<file path="src/rtl/float_narrow_stream.sv">
// float_narrow_stream: narrows a wide float to a small float with RNE, 2-cycle latency, 1 word/cycle.
// Valid/ready on both sides, a stalled output holds; define FLOAT_NARROW_STATS_EN for saturating flag counters.
module float_narrow_stream #(
  parameter int EXP_IN   = 8,
  parameter int FRAC_IN  = 23,
  parameter int EXP_OUT  = 3,
  parameter int FRAC_OUT = 4
) (
  input  logic                      clock,
  input  logic                      resetN,
  input  logic                      inValid,
  output logic                      inReady,
  input  logic [EXP_IN+FRAC_IN:0]   inData,
  output logic                      outValid,
  input  logic                      outReady,
  output logic [EXP_OUT+FRAC_OUT:0] outData,
  output logic                      outOverflow,
  output logic                      outUnderflow,
  output logic                      outInexact
`ifdef FLOAT_NARROW_STATS_EN
  ,
  output logic [15:0]               overflowCount,
  output logic [15:0]               inexactCount
`endif
);

  localparam int EW = EXP_IN + 3;
  localparam int SW = FRAC_IN + 3;
  localparam int D  = FRAC_IN - FRAC_OUT + 2;
  localparam int MW = EXP_OUT + FRAC_OUT;
  localparam logic signed [EW-1:0] ONE_S      = EW'(1);
  localparam logic signed [EW-1:0] BIAS_IN_S  = EW'((1 << (EXP_IN - 1)) - 1);
  localparam logic signed [EW-1:0] BIAS_OUT_S = EW'((1 << (EXP_OUT - 1)) - 1);
  localparam logic signed [EW-1:0] EMAX_S     = EW'((1 << EXP_OUT) - 1);
  localparam logic signed [EW-1:0] SW_S       = EW'(SW);
  localparam logic [FRAC_OUT-1:0]  NAN_FRAC   = FRAC_OUT'(1) << (FRAC_OUT - 1);

  logic                in_sign;
  logic [EXP_IN-1:0]   in_exp;
  logic [FRAC_IN-1:0]  in_frac;
  logic                exp_zero, exp_ones, frac_zero, is_normal;
  logic signed [EW-1:0] eo, sh_raw, sh;
  logic [SW-1:0]       sig, shifted;
  logic                lost, guard_c, sticky_c;
  logic [FRAC_OUT-1:0] frac_t;
  logic [MW-1:0]       pre_c;

  logic                s1_valid, s1_sign, s1_nan, s1_inf, s1_zero, s1_ovf, s1_tiny;
  logic                s1_guard, s1_sticky;
  logic [MW-1:0]       s1_pre;
  logic                s2_adv;

  assign in_sign = inData[EXP_IN+FRAC_IN];
  assign in_exp  = inData[FRAC_IN +: EXP_IN];
  assign in_frac = inData[FRAC_IN-1:0];

  assign s2_adv  = !outValid || outReady;
  assign inReady = !s1_valid || s2_adv;

  // S1: rebias, then align so that the output LSB sits at bit D of the shifted significand
  always_comb begin
    exp_zero  = (in_exp == '0);
    exp_ones  = &in_exp;
    frac_zero = (in_frac == '0);
    eo        = (exp_zero ? ONE_S : $signed(EW'(in_exp))) - BIAS_IN_S + BIAS_OUT_S;
    is_normal = !exp_zero && (eo >= ONE_S);
    sh_raw    = ONE_S - eo;
    sh        = '0;
    if (is_normal || sh_raw[EW-1]) sh = '0;
    else if (sh_raw > SW_S)        sh = SW_S;
    else                           sh = sh_raw;
    sig      = {!exp_zero, in_frac, 2'b00};
    shifted  = sig >> $unsigned(sh);
    lost     = |(sig & ~({SW{1'b1}} << $unsigned(sh)));
    guard_c  = shifted[D-1];
    sticky_c = (|shifted[D-2:0]) | lost;
    frac_t   = shifted[D +: FRAC_OUT];
    pre_c    = is_normal ? {eo[EXP_OUT-1:0], frac_t} : {{EXP_OUT{1'b0}}, frac_t};
  end

  always_ff @(posedge clock or negedge resetN) begin
    if (!resetN) begin
      s1_valid  <= 1'b0;
      s1_sign   <= 1'b0;
      s1_nan    <= 1'b0;
      s1_inf    <= 1'b0;
      s1_zero   <= 1'b0;
      s1_ovf    <= 1'b0;
      s1_tiny   <= 1'b0;
      s1_guard  <= 1'b0;
      s1_sticky <= 1'b0;
      s1_pre    <= '0;
    end else if (inReady) begin
      s1_valid <= inValid;
      if (inValid) begin
        s1_sign   <= in_sign;
        s1_nan    <= exp_ones && !frac_zero;
        s1_inf    <= exp_ones && frac_zero;
        s1_zero   <= exp_zero && frac_zero;
        s1_ovf    <= is_normal && (eo >= EMAX_S);
        s1_tiny   <= !shifted[SW-1];
        s1_guard  <= guard_c;
        s1_sticky <= sticky_c;
        s1_pre    <= pre_c;
      end
    end
  end

  // S2: the {exp,frac} add lets a fraction carry ripple into the exponent
  logic [MW:0]   rnd;
  logic          rnd_ovf, nxt_ovf, nxt_unf, nxt_inx;
  logic [MW:0]   nxt_dat;

  assign rnd     = {1'b0, s1_pre} + (MW+1)'(s1_guard & (s1_sticky | s1_pre[0]));
  assign rnd_ovf = rnd[MW] || (&rnd[FRAC_OUT +: EXP_OUT]);

  always_comb begin
    nxt_dat = {s1_sign, rnd[MW-1:0]};
    nxt_inx = s1_guard | s1_sticky;
    nxt_unf = s1_tiny & (s1_guard | s1_sticky);
    nxt_ovf = 1'b0;
    if (s1_nan) begin
      nxt_dat = {s1_sign, {EXP_OUT{1'b1}}, NAN_FRAC};
      nxt_inx = 1'b0;
      nxt_unf = 1'b0;
    end else if (s1_inf || s1_zero) begin
      nxt_dat = s1_inf ? {s1_sign, {EXP_OUT{1'b1}}, {FRAC_OUT{1'b0}}} : {s1_sign, {MW{1'b0}}};
      nxt_inx = 1'b0;
      nxt_unf = 1'b0;
    end else if (s1_ovf || rnd_ovf) begin
      nxt_dat = {s1_sign, {EXP_OUT{1'b1}}, {FRAC_OUT{1'b0}}};
      nxt_ovf = 1'b1;
      nxt_inx = 1'b1;
      nxt_unf = 1'b0;
    end
  end

  always_ff @(posedge clock or negedge resetN) begin
    if (!resetN) begin
      outValid     <= 1'b0;
      outData      <= '0;
      outOverflow  <= 1'b0;
      outUnderflow <= 1'b0;
      outInexact   <= 1'b0;
    end else if (s2_adv) begin
      outValid <= s1_valid;
      if (s1_valid) begin
        outData      <= nxt_dat;
        outOverflow  <= nxt_ovf;
        outUnderflow <= nxt_unf;
        outInexact   <= nxt_inx;
      end
    end
  end

`ifdef FLOAT_NARROW_STATS_EN
  always_ff @(posedge clock or negedge resetN) begin
    if (!resetN) begin
      overflowCount <= '0;
      inexactCount  <= '0;
    end else if (outValid && outReady) begin
      if (outOverflow && overflowCount != 16'hFFFF) overflowCount <= overflowCount + 16'd1;
      if (outInexact && inexactCount != 16'hFFFF)   inexactCount  <= inexactCount + 16'd1;
    end
  end
`endif

endmodule

</file>
<file path="config.mk">
export PLATFORM = sky130hd
export DESIGN_NAME = float_narrow_stream
export DESIGN_NICKNAME = d
export VERILOG_FILES = /design/src/rtl/float_narrow_stream.sv
export SDC_FILE = /design/constraint.sdc
export NUM_CORES = 1
export LEC_CHECK = 0
export BUFFER_PORTS_ARGS = -buffer_cell sky130_fd_sc_hd__buf_2
export CAP_MARGIN = 20
export CORE_ASPECT_RATIO = 1.5
export CORE_MARGIN = 10
export CORE_UTILIZATION = 58
export DETAILED_ROUTE_END_ITERATION = 12
export GPL_TIMING_DRIVEN = 0
export PLACE_DENSITY_LB_ADDON = 0.2
export SKIP_CTS_REPAIR_TIMING = 1
export SYNTH_ARGS = -nofsm -noshare
export SYNTH_HDL_FRONTEND = slang
export SYNTH_SLANG_ARGS = --single-unit
</file>
<file path="constraint.sdc">
create_clock -name clock -period 3.01 [get_ports clock]
set_input_delay 0 -clock clock [delete_from_list [all_inputs] [get_ports clock]]
set_output_delay 0 -clock clock [all_outputs]
set_load 0.01 [all_outputs]
</file>
==> impl_metrics.env, run 1 <==
export IMPL_fin_crit_ps=3240
export IMPL_synth_area_um2=3050
export IMPL_start_util_pct=59.5
export IMPL_post_drt_via_cell_ratio=6.62
export IMPL_postSynth_asyncResetShare_pct=100
export IMPL_nNetsFinal=506
export IMPL_fin_crit_sh_pct=108
export IMPL_final_cell_area_um2=3710
export IMPL_die_w_um=79.2
export IMPL_grt_pass1_wl_um=15200
export IMPL_dpl_hpwl_um=7690
export IMPL_cts_inserted_buffers=3
export IMPL_syn2layout_area_growth_pct=21.8
export IMPL_final_hold_violation_count=0
export IMPL_total_leakage_power_nw=1.50
export IMPL_portBuffers=44
export IMPL_drt_initial_drc_count=256
export IMPL_synth_warnings=0
export IMPL_clk_pin_slew_ps=90
export IMPL_peakVddDrop_mv=0.177
export IMPL_vias=3517
export IMPL_die_y_um=109
export IMPL_core_area_um2=5120
export IMPL_syn_inst=402
export IMPL_gp_congestion=0.976
export IMPL_min_path_type="in2reg"
export IMPL_rsz0062_at_grt="true"
export IMPL_synth_common_cells="47 x nand2_1, 43 x nor2_1, 28 x dfrtp_1"
export IMPL_start_kind="input pin"
export IMPL_ys_top_cells_by_area="dfrtp_1 23%, nand2_1 5.8%, nor2_1 5.3%"
export IMPL_maxSlewViolCount=0
export IMPL_skew_ps=1.75
export IMPL_gr_usage_all_layers_pct=21.1
export IMPL_worst_slack_ps=-231
export IMPL_synthFlopType="dfrtp_1"
export IMPL_ios=49
export IMPL_critPathLaunch="inData[25]"
export IMPL_htreeDepth=1
export IMPL_finalSetupTns_ps=-231
export IMPL_dpl_worst_slack_ps=-927
export IMPL_synth_enable_flop_cells=0
export IMPL_n_antenna_cell=0
export IMPL_postPlaceCellArea_um2=3370
export IMPL_worstHoldStart="outReady"
export IMPL_rows=32
export IMPL_grt_pass1_vias=3287
export IMPL_critPathKind="in2reg"
export IMPL_crit_fanout=5
export IMPL_seq_area_frac_synth_pct=23.0
export IMPL_fmax_mhz=309
export IMPL_cp_arrival_ps=3380
export IMPL_antenna_found_initial=0
export IMPL_maxCapViolCount=0
export IMPL_clock_latency_ps=270
export IMPL_power_density_nw_per_um2=327
export IMPL_worst_pin_slew_ps=691
export IMPL_ant_nets=0
export IMPL_drtPass1Iterations=5
export IMPL_drt_wirelength_per_cell_um=19.0
export IMPL_root_buffer="clkbuf_8"
export IMPL_routed_wl_um=10100
export IMPL_cts_sinks=28
export IMPL_overflow=0
export IMPL_synth_largest_area_cell="dfrtp_1"
export IMPL_hold_slack_ps=53.0
export IMPL_synth_top_area_share_pct=23.0
export IMPL_layout_drive_gt1_share_pct=25.5
export IMPL_synth_fp_nets=444
export IMPL_synth_most_common_cell="nand2_1"
export IMPL_synth_distinct_cells=75
export IMPL_violations="negative setup slack"
export IMPL_cts_tree="built"
export IMPL_drc=0
export IMPL_clock_path_buffers=2
export IMPL_grt_max_degree=29
export IMPL_critPathRequiredTime_ps=3150
export IMPL_worstReg2RegStart="s1_sticky"
export IMPL_status="finished with violations"
export IMPL_synth_seq_cells=28
export IMPL_setup_viol=1
export IMPL_synth_avg_cell_area_um2=7.59
export IMPL_cp_end_kind="register"
export IMPL_die_area_um2=8620
export IMPL_slew_headroom_pct=53.6
## report_power, final
group          internal, mW  switching, mW  leakage (nW)
combinational         0.205          0.313          1.13
sequential            0.433         0.0405         0.345
clock                 0.117          0.107        0.0288
## cell usage in the layout (no fill, tap or decap), drive strengths merged, types with 5 or more instances in the layout
cell and n:
a211oi 11, a21oi 18, a31oi 8, buf 63, clkbuf 14, dfrtp 28, ha 6, inv 12
mux2 5, mux2i 5, nand2 49, nand2b 7, nand3 20, nand4 6, nor2 45, nor2b 5
nor3 20, nor4 6, o21a 7, o21ai 29, o31ai 7, or3 7
## layout make-up
class	count	area [um2]
Sequential cell	28	701
Tap cell	68	85.1
Fill cell	445	1410
Inverter	13	62.6
Timing Repair Buffer	57	358
Buffer	19	103
Clock buffer	4	55.1
Multi-Input combinational cell	342	2350
## flip-flops by register name, summed over array words and instances (netlist names)
register,count
s1_valid,1
s1_zero,1
outValid,1
s1_tiny,1
outUnderflow,1
outData,8
s1_ovf,1
s1_sign,1
s1_nan,1
s1_sticky,1
outInexact,1
s1_pre,7
s1_guard,1
s1_inf,1
outOverflow,1
## per-stage QoR
stage	std cells	utilization, %	total power [mW]
5_1_grt	531	72.5	1.29
3_3_place_gp	514	65.7	0.933
2_1_floorplan	402	-	0.781
4_1_cts	518	66.8	1.17
6_report	531	72.5	1.21
3_5_place_dp	514	65.7	0.945
## routing by layer
layer / global-route usage (%) / wire [um] / up-vias
met5: 0 / 0 / -
met4: 10.3 / 359 / 0
met3: 2.64 / 618 / 34
met2: 38.0 / 5330 / 168
met1: 23.8 / 3790 / 1657
li1: - / - / 1658
## worst paths after layout
path,endpoint,slack [ps],depth (start not counted)
min in group asynchronous,s1_zero,270,2
max,s1_sticky,-230,18
max reg2reg,outUnderflow,590,11
min,outValid,50,3
min reg2reg,outUnderflow,490,2
max in group asynchronous,outData[7],2350,2
## cell families (layout without fill, tap and decap cells)
| logic type | Yosys count | after routing | synth area share (%) |
|---|---|---|---|
| compound gates | 138 | 138 | 34.6 |
| mux | 10 | 10 | 3.61 |
| buf+inv | 32 | 93 | 4.68 |
| simple gates | 183 | 183 | 30.3 |
| fa+ha+maj | 6 | 6 | 2.46 |
| xor+xnor | 5 | 5 | 1.44 |
| flops | 28 | 28 | 23.0 |
## critical path, cell delays in order
cell       delay (ps)
buf_12             90
inv_8              40
ha_4              150
and4_1            150
buf_6             130
nor2_4            110
ha_4              160
nand2b_4           60
o31a_1            250
a31oi_2           210
and2_4            210
nand3_4           100
or4_1             520
a2111o_1          470
a2111oi_4         390
nand4_1           120
nand3_1           130
a31oi_1            90
(Power assumes the default switching activity.)
==> run 2, diff against run 1 <==
--- a/config.mk
+++ b/config.mk
@@ -5,11 +5,12 @@
 export SDC_FILE = /design/constraint.sdc
 export NUM_CORES = 1
 export LEC_CHECK = 0
+export ABC_AREA = 1
 export BUFFER_PORTS_ARGS = -buffer_cell sky130_fd_sc_hd__buf_2
 export CAP_MARGIN = 20
 export CORE_ASPECT_RATIO = 1.5
 export CORE_MARGIN = 10
-export CORE_UTILIZATION = 58
+export CORE_UTILIZATION = 57
 export DETAILED_ROUTE_END_ITERATION = 12
 export GPL_TIMING_DRIVEN = 0
 export PLACE_DENSITY_LB_ADDON = 0.2
==> run 2 against run 1 <==
Compared with the run above: the run ends with negative hold slack left; first-iteration DRC count is 61% lower; clock-buffer cell count is 1 lower; clock skew is 0.76 ps higher; non-clock buffer count is 11 lower; fmax is 17% higher; critical path depth is 9 higher; final cell count is 12% higher; sequential cell count stayed put; sequential power is 4% higher; utilization is 1.7 points lower; critical endpoint unchanged; largest power group unchanged.
==> impl_metrics.env, run 2 <==
export IMPL_fin_crit_ps=2760
export IMPL_switching_share_pct=38.7
export IMPL_worstHoldStart="outReady"
export IMPL_maxSlewViolCount=0
export IMPL_portBuffers=47
export IMPL_rows=31
export IMPL_seq_area_frac_synth_pct=24.4
export IMPL_power_switching_mw=0.459
export IMPL_critPathRequiredTime_ps=3180
export IMPL_status="finished with violations"
export IMPL_grt_pass1_wl_um=13500
export IMPL_reg2reg_to="outUnderflow"
export IMPL_reg2reg_depth=10
export IMPL_final_common_cell="nand2_1"
export IMPL_htreeDepth=1
export IMPL_synth_distinct_cells=41
export IMPL_synth_area_um2=2870
export IMPL_num_fill_cells=463
export IMPL_core_area_um2=4850
export IMPL_synth_most_common_cell="nand2_1"
export IMPL_n_antenna_cell=0
export IMPL_cp_slowest_cell="ha_1"
export IMPL_worst_pin_slew_ps=609
export IMPL_clock_latency_ps=270
export IMPL_die_w_um=78.0
export IMPL_min_path_type="in2reg"
export IMPL_power_share_sequential_pct=41.3
export IMPL_top_register="outData"
export IMPL_grt_pass1_vias=3168
export IMPL_final_hold_violation_count=1
export IMPL_peakVddDrop_mv=0.234
export IMPL_root_buffer="clkbuf_8"
export IMPL_slowest_delay_ps=210
export IMPL_dpl_hpwl_um=6540
export IMPL_total_leakage_power_nw=1.84
export IMPL_gp_congestion=0.956
export IMPL_antenna_found_initial=0
export IMPL_synth_fp_nets=510
export IMPL_skew_ps=2.51
export IMPL_power_density_nw_per_um2=346
export IMPL_synth_seq_cells=28
export IMPL_syn_inst=468
export IMPL_fin_crit_sh_pct=91.7
export IMPL_worstReg2RegStart="s1_pre[0]"
export IMPL_overflow=0
export IMPL_layout_drive_gt1_share_pct=24.5
export IMPL_start_util_pct=59.2
export IMPL_largestRegisters="outData: 8 flops, s1_pre: 7 flops"
export IMPL_synth_warnings=0
export IMPL_start_kind="input pin"
export IMPL_synth_common_cells="145 x nand2_1, 61 x nand3_1, 51 x nor2_1"
export IMPL_synthFlopType="dfrtp_1"
export IMPL_setup_viol=0
export IMPL_cts_tree="built"
export IMPL_post_drt_via_cell_ratio=5.54
export IMPL_cp_end_kind="register"
export IMPL_maxCapViolCount=0
export IMPL_routed_wl_um=8300
export IMPL_postSynth_asyncResetShare_pct=100
export IMPL_cts_sinks=28
export IMPL_gr_usage_all_layers_pct=18.8
export IMPL_fmax_mhz=362
export IMPL_largest_register_ffs=8
export IMPL_drt_initial_drc_count=99
export IMPL_clock_power_share_pct=16.5
export IMPL_vias=3285
export IMPL_cts_inserted_buffers=3
export IMPL_ios=49
export IMPL_final_cells=593
export IMPL_final_cell_mix="138 x nand2_1, 59 x nand3_1, 47 x inv_1, 47 x nor2_1, 47 x buf_2"
export IMPL_clk_pin_slew_ps=90
export IMPL_finalPower_mw=1.19
export IMPL_nNetsFinal=571
export IMPL_cp_arrival_ps=2930
export IMPL_clock_path_buffers=2
export IMPL_whs_endpoint="outValid"
export IMPL_slew_headroom_pct=59.4
export IMPL_synth_avg_cell_area_um2=6.14
export IMPL_rrSetupSlack_ps=850
export IMPL_grt_max_degree=29
export IMPL_placedCellCount=581
export IMPL_die_y_um=107
export IMPL_drt_wirelength_per_cell_um=14.0
export IMPL_ys_top_cells_by_area="dfrtp_1 24%, nand2_1 19%, nand3_1 11%"
export IMPL_drtPass1Iterations=5
export IMPL_violations="negative hold slack"
export IMPL_p_comb_share_pct=42.2
export IMPL_synth_enable_flop_cells=0
export IMPL_crit_fanout=10
export IMPL_finalSetupTns_ps=0
export IMPL_internal_power_mw=0.728
export IMPL_synth_top_area_share_pct=24.4
export IMPL_ant_nets=0
export IMPL_synth_largest_area_cell="dfrtp_1"
export IMPL_whs_path_depth=4
export IMPL_drc=0
export IMPL_hold_slack_ps=-3.21
export IMPL_syn2layout_area_growth_pct=19.4
export IMPL_critPathKind="in2reg"
export IMPL_die_area_um2=8340
==> run 2: logic make-up after synthesis <==
| kind of cell | count (synthesis) | synth area share, % |
|---|---|---|
| and+or+nand+nor | 300 | 47.5 |
| adders and majority gates | 6 | 2.61 |
| xor gates and xnor gates | 6 | 2.09 |
| AOI/OAI and AO/OA | 58 | 12.3 |
| buffers and inverters | 70 | 11.1 |
| DFF | 28 | 24.4 |
==> run 2: worst max-delay path: cells and delay by family <==
kind	cells	cell delay [ps]
AOI/OAI and AO/OA	3	430
and+or+nand+nor	17	1590
adders and majority gates	2	420
buffers and inverters	5	490
==> run 2: power by group through the flow <==
stage	registers [mW]	logic (mW)	clock network, mW
after global placement	0.495	0.470	0
after floorplan	0.521	0.291	0
after global routing	0.500	0.568	0.208
after CTS	0.492	0.480	0.196
after detailed placement	0.499	0.478	0
final	0.491	0.501	0.195
==> run 2: worst max-delay path by stage <==
stage | start | endpoint | slack, ps | cells past startpoint
after floorplan | inData[25] | s1_sticky | 430 | 28
after global placement | inData[25] | s1_sticky | -210 | 26
after detailed placement | inData[25] | s1_sticky | -220 | 26
after CTS | inData[25] | s1_sticky | 50 | 26
after global routing | inData[25] | s1_sticky | -30 | 27
final | inData[25] | s1_sticky | 250 | 27
==> run 2: metrics by stage <==
step | area, um2 | setup WS, ps | util (%) | hold slack, ps
after floorplan | 2870 | 431 | - | -296
after global placement | 3190 | -214 | 65.8 | 33.2
after detailed placement | 3190 | -219 | 65.8 | 35.4
after CTS | 3230 | 49.7 | 66.6 | -254
after global routing | 3430 | -26.1 | 70.7 | 26.4
final | 3430 | 251 | 70.7 | -3.21
==> run 2: cell type report <==
| class | instances | area (um2) | area share, % |
|---|---|---|---|
| plain buffers | 9 | 90.1 | 2.63 |
| clock buffers | 3 | 41.3 | 1.20 |
| inverters | 61 | 239 | 6.97 |
| multi-input cells | 370 | 1950 | 56.9 |
| flip-flops and latches | 28 | 701 | 20.4 |
| well taps | 66 | 82.6 | 2.41 |
| repair buffers | 56 | 325 | 9.49 |
==> run 2: layer usage <==
layer | share of wire [%] | vias to the layer above | global-route usage [%]
met5 | 0 | - | 0
met4 | 3.9 | 0 | 7.71
met2 | 51 | 135 | 35.3
met3 | 6.3 | 29 | 3.51
met1 | 39 | 1479 | 20.0
li1 | - | 1642 | -
